`config.mk`:
```
export PLATFORM = sky130hd
export DESIGN_NAME = mac_job_seq
export DESIGN_NICKNAME = d
export VERILOG_FILES = /design/src/rtl/mac_job_seq.sv
export SDC_FILE = /design/constraint.sdc
export NUM_CORES = 1
export LEC_CHECK = 0
export CORE_UTILIZATION = 55
export DETAILED_ROUTE_END_ITERATION = 16
export GPL_TIMING_DRIVEN = 0
export PLACE_DENSITY = 0.93
export SYNTH_ARGS = -nofsm -noshare
export SYNTH_HDL_FRONTEND = slang
export SYNTH_SLANG_ARGS = --single-unit
```
`constraint.sdc`:
```
create_clock -name clk -period 3.1 [get_ports clk]
set_clock_uncertainty 0.1 [all_clocks]
set_input_delay 0.465 -clock clk [delete_from_list [all_inputs] [get_ports clk]]
set_output_delay 0.465 -clock clk [all_outputs]
set_load 0.01 [all_outputs]
```
`src/rtl/mac_job_seq.sv`:
```
// mac_job_seq: job sequencer for a 7-lane, 2-stage MAC (abs-diff-sum or dot product).
// Pulls operand beats by valid/ready, tracks which MAC results are real beats
// (bubbles are clocked through but never summed), and accumulates the per-beat
// results into a signed ACC_W total reported with a one-cycle done pulse.
// Optional build macro MAC_JOB_SEQ_SAT_EN: saturating accumulation plus a
// sticky sat_flag output; without it the total wraps in two's complement.
module mac_job_seq #(
   parameter int BEAT_W = 8,
   parameter int MAC_W  = 21,
   parameter int ACC_W  = 29
) (
   input  logic                    clk,
   input  logic                    reset,
   input  logic                    start,
   input  logic                    op_in,
   input  logic [BEAT_W-1:0]       beats_in,
   output logic                    busy,
   output logic                    done,
   output logic signed [ACC_W-1:0] result,
   input  logic                    src_valid,
   output logic                    src_ready,
   output logic                    mac_enable,
   output logic                    mac_op,
   input  logic signed [MAC_W-1:0] mac_data_out
`ifdef MAC_JOB_SEQ_SAT_EN
   ,
   output logic                    sat_flag
`endif
);

   localparam logic [1:0] IDLE  = 2'd0;
   localparam logic [1:0] RUN   = 2'd1;
   localparam logic [1:0] DRAIN = 2'd2;
   localparam logic [1:0] DONE  = 2'd3;

   logic [1:0]              r_state;
   logic [BEAT_W-1:0]       r_cnt;
   logic                    r_mac_op;
   logic                    r_vld_p0;
   logic                    r_vld_p1;
   logic signed [ACC_W-1:0] r_acc;
   logic signed [ACC_W-1:0] r_result;

   logic                    w_accept;
   logic                    w_issue;
   logic                    w_acc_en;
   logic                    w_drain_done;
   logic signed [ACC_W-1:0] w_beat_ext;
   logic signed [ACC_W-1:0] w_acc_nxt;

   // Sign-extend one MAC beat result to the accumulator width.
   function automatic logic signed [ACC_W-1:0] sext_mac(input logic signed [MAC_W-1:0] x);
      return {{(ACC_W-MAC_W){x[MAC_W-1]}}, x};
   endfunction

`ifdef MAC_JOB_SEQ_SAT_EN
   logic                    r_sat;
   logic                    w_ovf;
   logic signed [ACC_W:0]   w_sum_wide;

   // Clamp a one-bit-wider sum to the signed ACC_W range.
   function automatic logic signed [ACC_W-1:0] sat_acc(input logic signed [ACC_W:0] s);
      if (s[ACC_W] != s[ACC_W-1])
         return s[ACC_W] ? {1'b1, {(ACC_W-1){1'b0}}} : {1'b0, {(ACC_W-1){1'b1}}};
      return s[ACC_W-1:0];
   endfunction

   assign w_sum_wide = {r_acc[ACC_W-1], r_acc} + {w_beat_ext[ACC_W-1], w_beat_ext};
   assign w_ovf      = w_acc_en & (w_sum_wide[ACC_W] != w_sum_wide[ACC_W-1]);
   assign w_acc_nxt  = w_acc_en ? sat_acc(w_sum_wide) : r_acc;
   assign sat_flag   = r_sat;
`else
   assign w_acc_nxt  = w_acc_en ? (r_acc + w_beat_ext) : r_acc;
`endif

   assign w_accept     = (r_state == IDLE) & start;
   assign w_issue      = src_valid & src_ready;
   assign w_acc_en     = mac_enable & r_vld_p1;
   assign w_drain_done = (r_state == DRAIN) & ~r_vld_p0;
   assign w_beat_ext   = sext_mac(mac_data_out);

   assign busy       = (r_state != IDLE);
   assign done       = (r_state == DONE);
   assign src_ready  = (r_state == RUN);
   assign mac_enable = (r_state == RUN) | (r_state == DRAIN);
   assign mac_op     = r_mac_op;
   assign result     = r_result;

   // Job FSM: accept a start in IDLE, count issued beats in RUN, wait out the MAC in DRAIN.
   always_ff @(posedge clk) begin
      if (reset) begin
         r_state  <= IDLE;
         r_cnt    <= '0;
         r_mac_op <= 1'b0;
      end else begin
         case (r_state)
            IDLE: begin
               if (start) begin
                  if (beats_in != '0) begin
                     r_mac_op <= op_in;
                     r_cnt    <= beats_in;
                     r_state  <= RUN;
                  end else begin
                     r_state  <= DONE;
                  end
               end
            end
            RUN: begin
               if (w_issue) begin
                  r_cnt <= r_cnt - 1'b1;
                  if (r_cnt == BEAT_W'(1))
                     r_state <= DRAIN;
               end
            end
            DRAIN: begin
               // Leaving once stage 0 is empty: the last real beat is summed on this same edge.
               if (!r_vld_p0)
                  r_state <= DONE;
            end
            DONE:    r_state <= IDLE;
            default: r_state <= IDLE;
         endcase
      end
   end

   // Valid pipe mirroring the MAC's two register stages; it only advances when the MAC does.
   always_ff @(posedge clk) begin
      if (reset) begin
         r_vld_p0 <= 1'b0;
         r_vld_p1 <= 1'b0;
      end else if (mac_enable) begin
         r_vld_p0 <= w_issue;
         r_vld_p1 <= r_vld_p0;
      end
   end

   // Accumulator and held job result (plus sticky saturation flag when enabled).
   always_ff @(posedge clk) begin
      if (reset) begin
         r_acc    <= '0;
         r_result <= '0;
`ifdef MAC_JOB_SEQ_SAT_EN
         r_sat    <= 1'b0;
`endif
      end else if (w_accept) begin
         r_acc <= '0;
`ifdef MAC_JOB_SEQ_SAT_EN
         r_sat <= 1'b0;
`endif
         if (beats_in == '0)
            r_result <= '0;
      end else begin
         r_acc <= w_acc_nxt;
`ifdef MAC_JOB_SEQ_SAT_EN
         r_sat <= r_sat | w_ovf;
`endif
         if (w_drain_done)
            r_result <= w_acc_nxt;
      end
   end

endmodule

```
* Word level (Yosys, flattened, before mapping) *
Cells that the tools add are included.

storage, ports and cells
  flip-flop bits (word level) = 71
  bits in latches = 0
  memory bits (writable) = 0
  memory bits (read-only) = 0
  output and inout port bits = 34
  word-level logic and storage cells = 50
  memories = 0

operators by class
  $add $sub $neg = 2
  multipliers = 0
  div/mod/pow operators = 0
  $lt $le $gt $ge = 0
  equality and inequality tests = 10
  shift-type cells = 0
  muxes and demuxes = 14
  bitwise operators = 6
  reductions and logical operators = 11

operators with widths
  operator               number
  $mux W29               4
  $add A29 B21 Y29       1
  $mux W8                3
  $pmux W8 S2            1
  $mux W2                5
  $eq A8 B1 Y1 const B   1
  $logic_not A8 Y1       1
  $ne A2 B1 Y1 const B   4
  $pmux W2 S4            1
  $reduce_and A4 Y1      2
  $reduce_bool A8 Y1     1
  $sub A8 B1 Y8 const B  1
  $reduce_bool A2 Y1     3
  $and A1 B1 Y1          4
  $eq A2 B2 Y1 const B   2
  $ne A2 B2 Y1 const B   2
  $reduce_and A3 Y1      1
  $eq A2 B1 Y1 const B   1
  $logic_not A2 Y1       1
  $reduce_and A2 Y1      1
  $reduce_or A2 Y1       1
  $not A1 Y1             1
  $or A1 B1 Y1           1

* Logic depth before layout (Yosys ltp) *
Gate-level depths: netlist (run 1).

  depth after elaboration = 6
  depth in mapped cells = 11
  gate-level depth less buffers = 11

* Worst setup path after synthesis (run 1) *
Ideal clock, no wire load.

  path type = input to register
  start point = input mac_data_out[0]
  end point = register r_result[28] (netlist: result[28])
  setup time = 0.121 ns
  arrival time = 2.282 ns
  slack = 0.598 ns
  stages = 11
  cells stage by stage = ha_1 -> inv_1 -> fa_1 -> nor2b_4 -> o31a_4 -> o211ai_2 -> nand2_2 -> and3_2 -> a211oi_2 -> xor2_1 -> o21ai_1

on the way
  longest elaborated chain between the ends = 4

ends and longest elaborated chain
  element               RTL line  text
  start, declared       24        input logic signed [MAC_W-1:0] mac_data_out
  $add A29 B21 Y29      73        assign w_acc_nxt = w_acc_en ? (r_acc + w_beat_ext) : r_acc;
  $mux W29              73
  $mux W29              157       if (w_drain_done)
  $mux W29              145       end else if (w_accept) begin
  end signal, assigned  158       r_result <= w_acc_nxt;
  end, declared         42        logic signed [ACC_W-1:0] r_result;

Every way passes these cells. The select of a mux whose other input is x is not followed.
A chain may end at the register's enable or synchronous reset.

* Worst setup path in the final report (run 1) *
  start point = input mac_data_out[3]
  end point = register r_result[21] (netlist: result[21])

The elaborated chain is that of the path after synthesis.

==> results.tsv, run 1 <==
metric	value	unit
Crit Path Max Fanout	5	
share of layout cells above drive strength 1	7.74	%
number of top-level design ports	68	
die span in x	94.5	um
final clock period utilization by the worst path	92.8	%
vias in the first global route	4495	
largest stage delay on the critical path	430	ps
setup slack, reg-to-reg	340	ps
class of the tightest hold or removal check	reg -> reg	
overflow left after global routing	0	
sequential element share of the synthesized area	30.2	%
critical path startpoint	mac_data_out[3]	
count of buffer and inverter cells on the critical path	1	
CP Class	in -> reg	
die outline area	8930	um^2
clk root buf	sky130_fd_sc_hd__clkbuf_8	
buffers inserted during post-CTS setup optimization	0	
number of remaining DRC errors	0	
clk_lat worst skew	360	ps
FF-to-FF path depth	8	
kind of start point of the critical path	input port	
number of stages on the worst setup path	10	
fraction of registers with async set/reset	0	%
DR vias/cell	6.17	
detail-routed net length per standard cell	16.8	um
DRC marker count from the first detailed-route iteration	282	
pin slew with the least headroom to its limit	736	ps
FF+latch count, synth	71	
total standard cell area after synthesis	4710	um^2
Post-synth EDFFs	0	
worst relative slew slack	50.8	%
Routed Antenna Nets	0	
H-tree level count	3	
cell type of the slowest stage on the worst timing path	sky130_fd_sc_hd__clkdlybuf4s50_1	
fmax	0.348	GHz
critical path endpoint category	flop	
GRT Util Overall	30.2	%
data arrival time of the worst path	3020	ps
RSZ-0062 raised after global routing	no	
category of cells accounting for the largest share of critical-path delay	compound AO/OA/AOI/OAI gates	
cells traversed along the worst timing path	clkdlybuf4s50_1, ha_1, a21o_1, a21oi_1, nand2_1, a32o_1, a21o_1, a211oi_2, xor2_1, o21ai_0	
CP required	3240	ps
die height	94.5	um
wire length of the first global-routing pass	21000	um
count of distinct cell types in the synthesized netlist	68	
final hold violation count	0	
net count after synthesis	659	
Synth-to-Final Area Change	21.1	%
utilization of the core after routing	69.0	%
time the worst path needs with I/O delays and setup	2880	ps
initial core utilization	57.0	%
most common cell after layout, fill and taps aside	sky130_fd_sc_hd__dfxtp_1	
total via count after detailed routing	4795	
placeable core area	8260	um^2
leakage power	0.00224	uW
WL final	13100	um
Synth Warn #	0	
R2R Path End	result[9]	
count of antenna diodes in the layout	0	
post-CTS clock slew at the launch and capture registers of the worst setup and hold paths	80	ps
weighted congestion reported at the end of routability-driven placement	0.983	
maximum number of pins on one net before global-route repair	14	
cells after synthesis	589	
Layout Nets	737	
top_reg_cell synth	sky130_fd_sc_hd__dfxtp_1	
dominant cell type by count on the critical path	sky130_fd_sc_hd__a21o_1	
# setup viols final	0	
# Max-Cap Violations	0	
TritonCTS clock tree	yes	
number of cell rows	33	
maximum number of buffers from clock root to sink	2	
VDD IR-drop max	0.000489	V
estimated wirelength of the detail-placed design	9790	um
setup TNS	0	ps
capturing instance or port of the critical path	result[21]	
count of clock tree sinks	71	
port buffer count	67	
number of antenna violations at the first check in global routing	0	
Detailed Routing Iterations Pass 1	5	
Power Density	490	nW/um^2
syn_area_per_cell	7.99	um^2
final count of pins violating max slew	0	
most used cells in the layout excluding fill and tap cells	71 x sky130_fd_sc_hd__dfxtp_1, 66 x sky130_fd_sc_hd__clkdlybuf4s50_1, 64 x sky130_fd_sc_hd__nor2_1	
outcome	completed	
TritonCTS Buffers	9	
Worst R2R Start	r_state[1]	
sequential cells by signal (all words and copies together), names as in the netlist:
name,flops
mac_op,1
r_vld_p1,1
r_state,2
r_cnt,8
r_vld_p0,1
result,29
r_acc,29
per-stage QoR:
| stage | setup WS [ps] | area, um^2 | total power [uW] | instances | hold slack [ps] |
|---|---|---|---|---|---|
| after floorplan | 598 | 4710 | 1760 | 589 | 358 |
| after CTS | 22.7 | 5690 | 2780 | 777 | 348 |
| after global placement | -330 | 5510 | 2030 | 761 | 333 |
| after detailed placement | -354 | 5510 | 2070 | 761 | 337 |
| final | 223 | 5700 | 2790 | 777 | 344 |
| after global routing | 78.8 | 5700 | 2950 | 777 | 371 |
worst min-delay path by stage:
| stage | start | to | cells after the start |
|---|---|---|---|
| after floorplan | r_acc[4] | r_acc[4] | 2 |
| after global placement | result[17] | result[17] | 2 |
| after detailed placement | result[24] | result[24] | 2 |
| after CTS | result[24] | result[24] | 2 |
| after global routing | result[28] | result[28] | 2 |
| final | result[24] | result[24] | 2 |
cell families (layout without fill, tap and decap cells):
kind of cell | Yosys count | after routing | synth area share (%)
multiplexers | 14 | 14 | 3.08
buffers and inverters | 51 | 134 | 5.50
AO/OA/AOI/OAI | 187 | 187 | 26.1
flip-flops | 71 | 71 | 30.2
AND/OR/NAND/NOR | 205 | 205 | 20.8
XOR/XNOR | 25 | 25 | 4.65
adder cells (fa/ha/maj) | 36 | 36 | 9.73
routing by layer:
layer / track usage (%) / up-vias / part of all wire, %
met4: 13.1 / 0 / 2.5
met3: 4.67 / 27 / 7.0
li1: - / 2299 / -
met1: 38.2 / 2256 / 44
met5: 0 / - / 0
met2: 50.8 / 213 / 47
tightest hold or removal path: stages, from the launching register on:
cell,delay [ps]
sky130_fd_sc_hd__dfxtp_1,310
sky130_fd_sc_hd__nand2_1,50
sky130_fd_sc_hd__o21ai_1,50
what timing repair did:
item | 4_1_cts | 5_1_grt
endpoints found under the hold margin | 0 | 0
endpoints found under the setup margin | 0 | 12
hold buffers | 0 | 0
resized for setup | 0 | 4
power by group:
part	internal, uW	switching [uW]	leakage (uW)
sequential	982	64.6	0.000574
clock	320	387	0.0000907
combinational	408	630	0.00158
layout make-up:
type                            count  area [um^2]
Multi-Input combinational cell    467         3040
Fill cell                         689         2560
Sequential cell                    71         1420
Timing Repair Buffer               67          673
Buffer                             33          191
Clock buffer                       11          141
Tap cell                          105          131
Inverter                           18         67.6
Clock inverter                      5         38.8
cells in the mapped netlist, types with 2 or more instances:
master,n,share of area [%]
sky130_fd_sc_hd__nand2b_1,6,0.80
sky130_fd_sc_hd__nand4b_1,2,0.37
sky130_fd_sc_hd__nor2b_1,5,0.66
sky130_fd_sc_hd__buf_6,2,0.48
sky130_fd_sc_hd__buf_2,7,0.74
sky130_fd_sc_hd__and3_2,2,0.32
sky130_fd_sc_hd__or4_1,5,0.80
sky130_fd_sc_hd__o22ai_1,3,0.40
sky130_fd_sc_hd__clkbuf_1,20,1.6
sky130_fd_sc_hd__xnor2_1,14,2.6
sky130_fd_sc_hd__xor2_1,11,2.0
sky130_fd_sc_hd__and2_1,11,1.5
sky130_fd_sc_hd__a211oi_2,3,0.80
sky130_fd_sc_hd__nand2_1,59,4.7
sky130_fd_sc_hd__o21ai_0,36,3.8
sky130_fd_sc_hd__nand4_1,9,1.2
sky130_fd_sc_hd__a32oi_1,4,0.74
sky130_fd_sc_hd__mux2i_1,10,2.1
sky130_fd_sc_hd__nand3_1,14,1.5
sky130_fd_sc_hd__a22oi_1,10,1.6
sky130_fd_sc_hd__a21o_1,7,1.1
sky130_fd_sc_hd__a211oi_1,13,2.1
sky130_fd_sc_hd__o21a_1,5,0.80
sky130_fd_sc_hd__o31ai_1,3,0.48
sky130_fd_sc_hd__inv_1,18,1.4
sky130_fd_sc_hd__nor4_1,2,0.27
sky130_fd_sc_hd__a21boi_0,2,0.32
sky130_fd_sc_hd__and2_2,2,0.32
sky130_fd_sc_hd__a2bb2oi_1,2,0.37
sky130_fd_sc_hd__o211ai_1,4,0.64
sky130_fd_sc_hd__ha_1,35,9.3
sky130_fd_sc_hd__mux2_2,4,0.96
sky130_fd_sc_hd__a21oi_1,53,5.6
sky130_fd_sc_hd__o211a_1,2,0.43
sky130_fd_sc_hd__a41oi_1,2,0.37
sky130_fd_sc_hd__o21ai_1,15,1.6
sky130_fd_sc_hd__nor2_1,65,5.2
sky130_fd_sc_hd__dfxtp_1,71,30
sky130_fd_sc_hd__nand3b_1,2,0.32
sky130_fd_sc_hd__a31oi_1,7,0.93
sky130_fd_sc_hd__clkbuf_8,2,0.58
sky130_fd_sc_hd__nor3_1,11,1.2
sky130_fd_sc_hd__and3_1,4,0.53
Power figures use the tool's default switching activity.
==> run 2, diff against run 1 <==
--- a/config.mk
+++ b/config.mk
@@ -5,10 +5,10 @@
 export SDC_FILE = /design/constraint.sdc
 export NUM_CORES = 1
 export LEC_CHECK = 0
-export CORE_UTILIZATION = 55
+export CORE_UTILIZATION = 45
 export DETAILED_ROUTE_END_ITERATION = 16
 export GPL_TIMING_DRIVEN = 0
-export PLACE_DENSITY = 0.93
+export PLACE_DENSITY = 0.8
 export SYNTH_ARGS = -nofsm -noshare
 export SYNTH_HDL_FRONTEND = slang
 export SYNTH_SLANG_ARGS = --single-unit
==> run 2 against run 1 <==
  * Die area grew 22%
  * Critical endpoint is now result[20]
  * Largest cell class unchanged
  * Highest routed layer unchanged
  * Worst hold slack better by 6.0 ps
  * Non-clock buffer count did not move
  * Fmax shrank 0.39%
  * Sequential power barely moved
  * Critical path depth increased by 2
  * Clock power is 14% higher
==> results.tsv, run 2 (synthesis results as in run 1) <==
metric	value	unit	change
pin slew with the least headroom to its limit	723	ps	-12.3 ps
final count of pins violating max slew	0		unchanged
clk root buf	sky130_fd_sc_hd__clkbuf_8		
die span in x	104	um	+10%
# hold bufs at CTS	0		unchanged
# Max-Cap Violations	0		unchanged
Worst R2R Start	r_state[0]		
most common cell after layout, fill and taps aside	sky130_fd_sc_hd__dfxtp_1		
Crit Path Max Fanout	5		unchanged
die height	104	um	+10%
DR vias/cell	5.66		-8.2%
Routed Antenna Nets	0		unchanged
overflow left after global routing	0		unchanged
Hold Crit Start	result[15]		
final hold violation count	0		unchanged
Power Density	504	nW/um^2	+3.0%
clk_lat worst skew	370	ps	about the same
final clock period utilization by the worst path	93.2	%	+0.37 points
time the worst path needs with I/O delays and setup	2890	ps	+11.4 ps
RSZ-0062 raised after global routing	no		
DP Cell Count	789		+3.7%
fillers	949		+38%
largest stage delay on the critical path	430	ps	about the same
post-CTS clock slew at the launch and capture registers of the worst setup and hold paths	90	ps	about the same
leakage power	0.00225	uW	+0.49%
outcome	completed		
FF-to-FF path depth	8		unchanged
most used cells in the layout excluding fill and tap cells	71 x sky130_fd_sc_hd__dfxtp_1, 66 x sky130_fd_sc_hd__clkdlybuf4s50_1, 65 x sky130_fd_sc_hd__nor2_1		
CP Class	in -> reg		
number of cell rows	36		+9.1%
R2R Path End	result[8]		
setup slack, reg-to-reg	230	ps	-110 ps
weighted congestion reported at the end of routability-driven placement	0.930		-5.4%
number of antenna violations at the first check in global routing	0		unchanged
TritonCTS clock tree	yes		
TritonCTS Buffers	9		unchanged
CP required	3280	ps	+40 ps
maximum number of pins on one net before global-route repair	15		+1
VDD IR-drop max	0.000452	V	-7.5%
die outline area	10900	um^2	+22%
H-tree level count	3		unchanged
DRC marker count from the first detailed-route iteration	202		-28%
destination of the worst hold path	result[15]		
placeable core area	9950	um^2	+21%
share of layout cells above drive strength 1	7.59	%	-0.15 points
initial core utilization	47.3	%	-9.7 points
Detailed Routing Iterations Pass 1	5		unchanged
maximum number of buffers from clock root to sink	2		unchanged
cells resized by post-CTS repair	0		unchanged
wire length of the first global-routing pass	21000	um	-0.23%
class of the tightest hold or removal check	reg -> reg		
buffers inserted during post-CTS setup optimization	0		unchanged
cells traversed along the worst timing path	clkdlybuf4s50_1, ha_1, inv_1, fa_1, nor2b_4, o31a_4, o211ai_2, a21oi_1, o41ai_1, xnor2_1, nor2_1, o31ai_1		
WL final	12800	um	-2.2%
detail-routed net length per standard cell	15.9	um	-5.6%
cell type of the slowest stage on the worst timing path	sky130_fd_sc_hd__clkdlybuf4s50_1		
vias in the first global route	4295		-4.4%
Synth-to-Final Area Change	22.2	%	
fmax	0.346	GHz	-0.39%
count of clock tree sinks	71		unchanged
count of antenna diodes in the layout	0		unchanged
Layout Nets	737		unchanged
data arrival time of the worst path	3070	ps	+50 ps
GRT Util Overall	23.9	%	-6.3 points
number of remaining DRC errors	0		unchanged
# setup viols final	0		unchanged
Finished Layout Cells	805		+3.6%
total via count after detailed routing	4560		-4.9%
worst relative slew slack	51.6	%	+0.82 points
WHS	350	ps	+5.99 ps
critical path endpoint category	flop		
estimated wirelength of the detail-placed design	9790	um	about the same
number of top-level design ports	68		unchanged
number of cells traversed by the worst hold path	2		unchanged
kind of start point of the critical path	input port		
port buffer count	67		unchanged
[run 2: how the worst max path moves through the flow]
stage	to	slack [ps]	startpoint	depth (start not counted)
after floorplan	result[28]	600	mac_data_out[0]	11
after global routing	result[20]	60	mac_data_out[0]	12
after detailed placement	result[24]	-380	mac_data_out[20]	9
after CTS	result[24]	20	mac_data_out[20]	9
final	result[20]	210	mac_data_out[0]	12
after global placement	result[24]	-340	mac_data_out[20]	9
[run 2: power breakdown]
part | leakage (uW) | switching, uW | internal [uW]
Sequential | 0.000574 | 65.4 | 981
Clock | 0.000102 | 425 | 383
Combinational | 0.00158 | 637 | 408
[run 2: critical path: cells and delay by family]
| family | cells | cell delay, ps |
|---|---|---|
| AO/OA/AOI/OAI | 5 | 1310 |
| buffers and inverters | 2 | 500 |
| adder cells (fa/ha/maj) | 2 | 480 |
| XOR/XNOR | 1 | 180 |
| AND/OR/NAND/NOR | 2 | 130 |
[run 2: metrics by stage]
step | cell area [um^2] | setup TNS [ps] | power [uW] | setup WS [ps] | utilization, %
2_1_floorplan | 4710 | 0 | 1760 | 598 | -
6_report | 5750 | 0 | 2900 | 212 | 57.8
4_1_cts | 5750 | 0 | 2900 | 17.7 | 57.8
3_3_place_gp | 5550 | -3110 | 2070 | -340 | 55.7
5_1_grt | 5750 | 0 | 3070 | 63.7 | 57.8
3_5_place_dp | 5550 | -4010 | 2090 | -380 | 55.7
[run 2: metal layers]
| metal | wire length [um] | track usage, % |
|---|---|---|
| met1 | 5930 | 31.2 |
| met4 | 255 | 8.16 |
| met5 | 0 | 0 |
| met3 | 684 | 4.95 |
| met2 | 5920 | 38.7 |
[run 2: area by class of cell]
cell class	count	area, um^2	area share, %
Buffer	33	191	3.33
Tap cell	133	166	2.89
Sequential cell	71	1420	24.7
Multi-Input combinational cell	467	3030	52.6
Clock inverter	7	80.1	1.39
Clock buffer	9	124	2.15
Inverter	18	67.6	1.17
Timing Repair Buffer	67	673	11.7
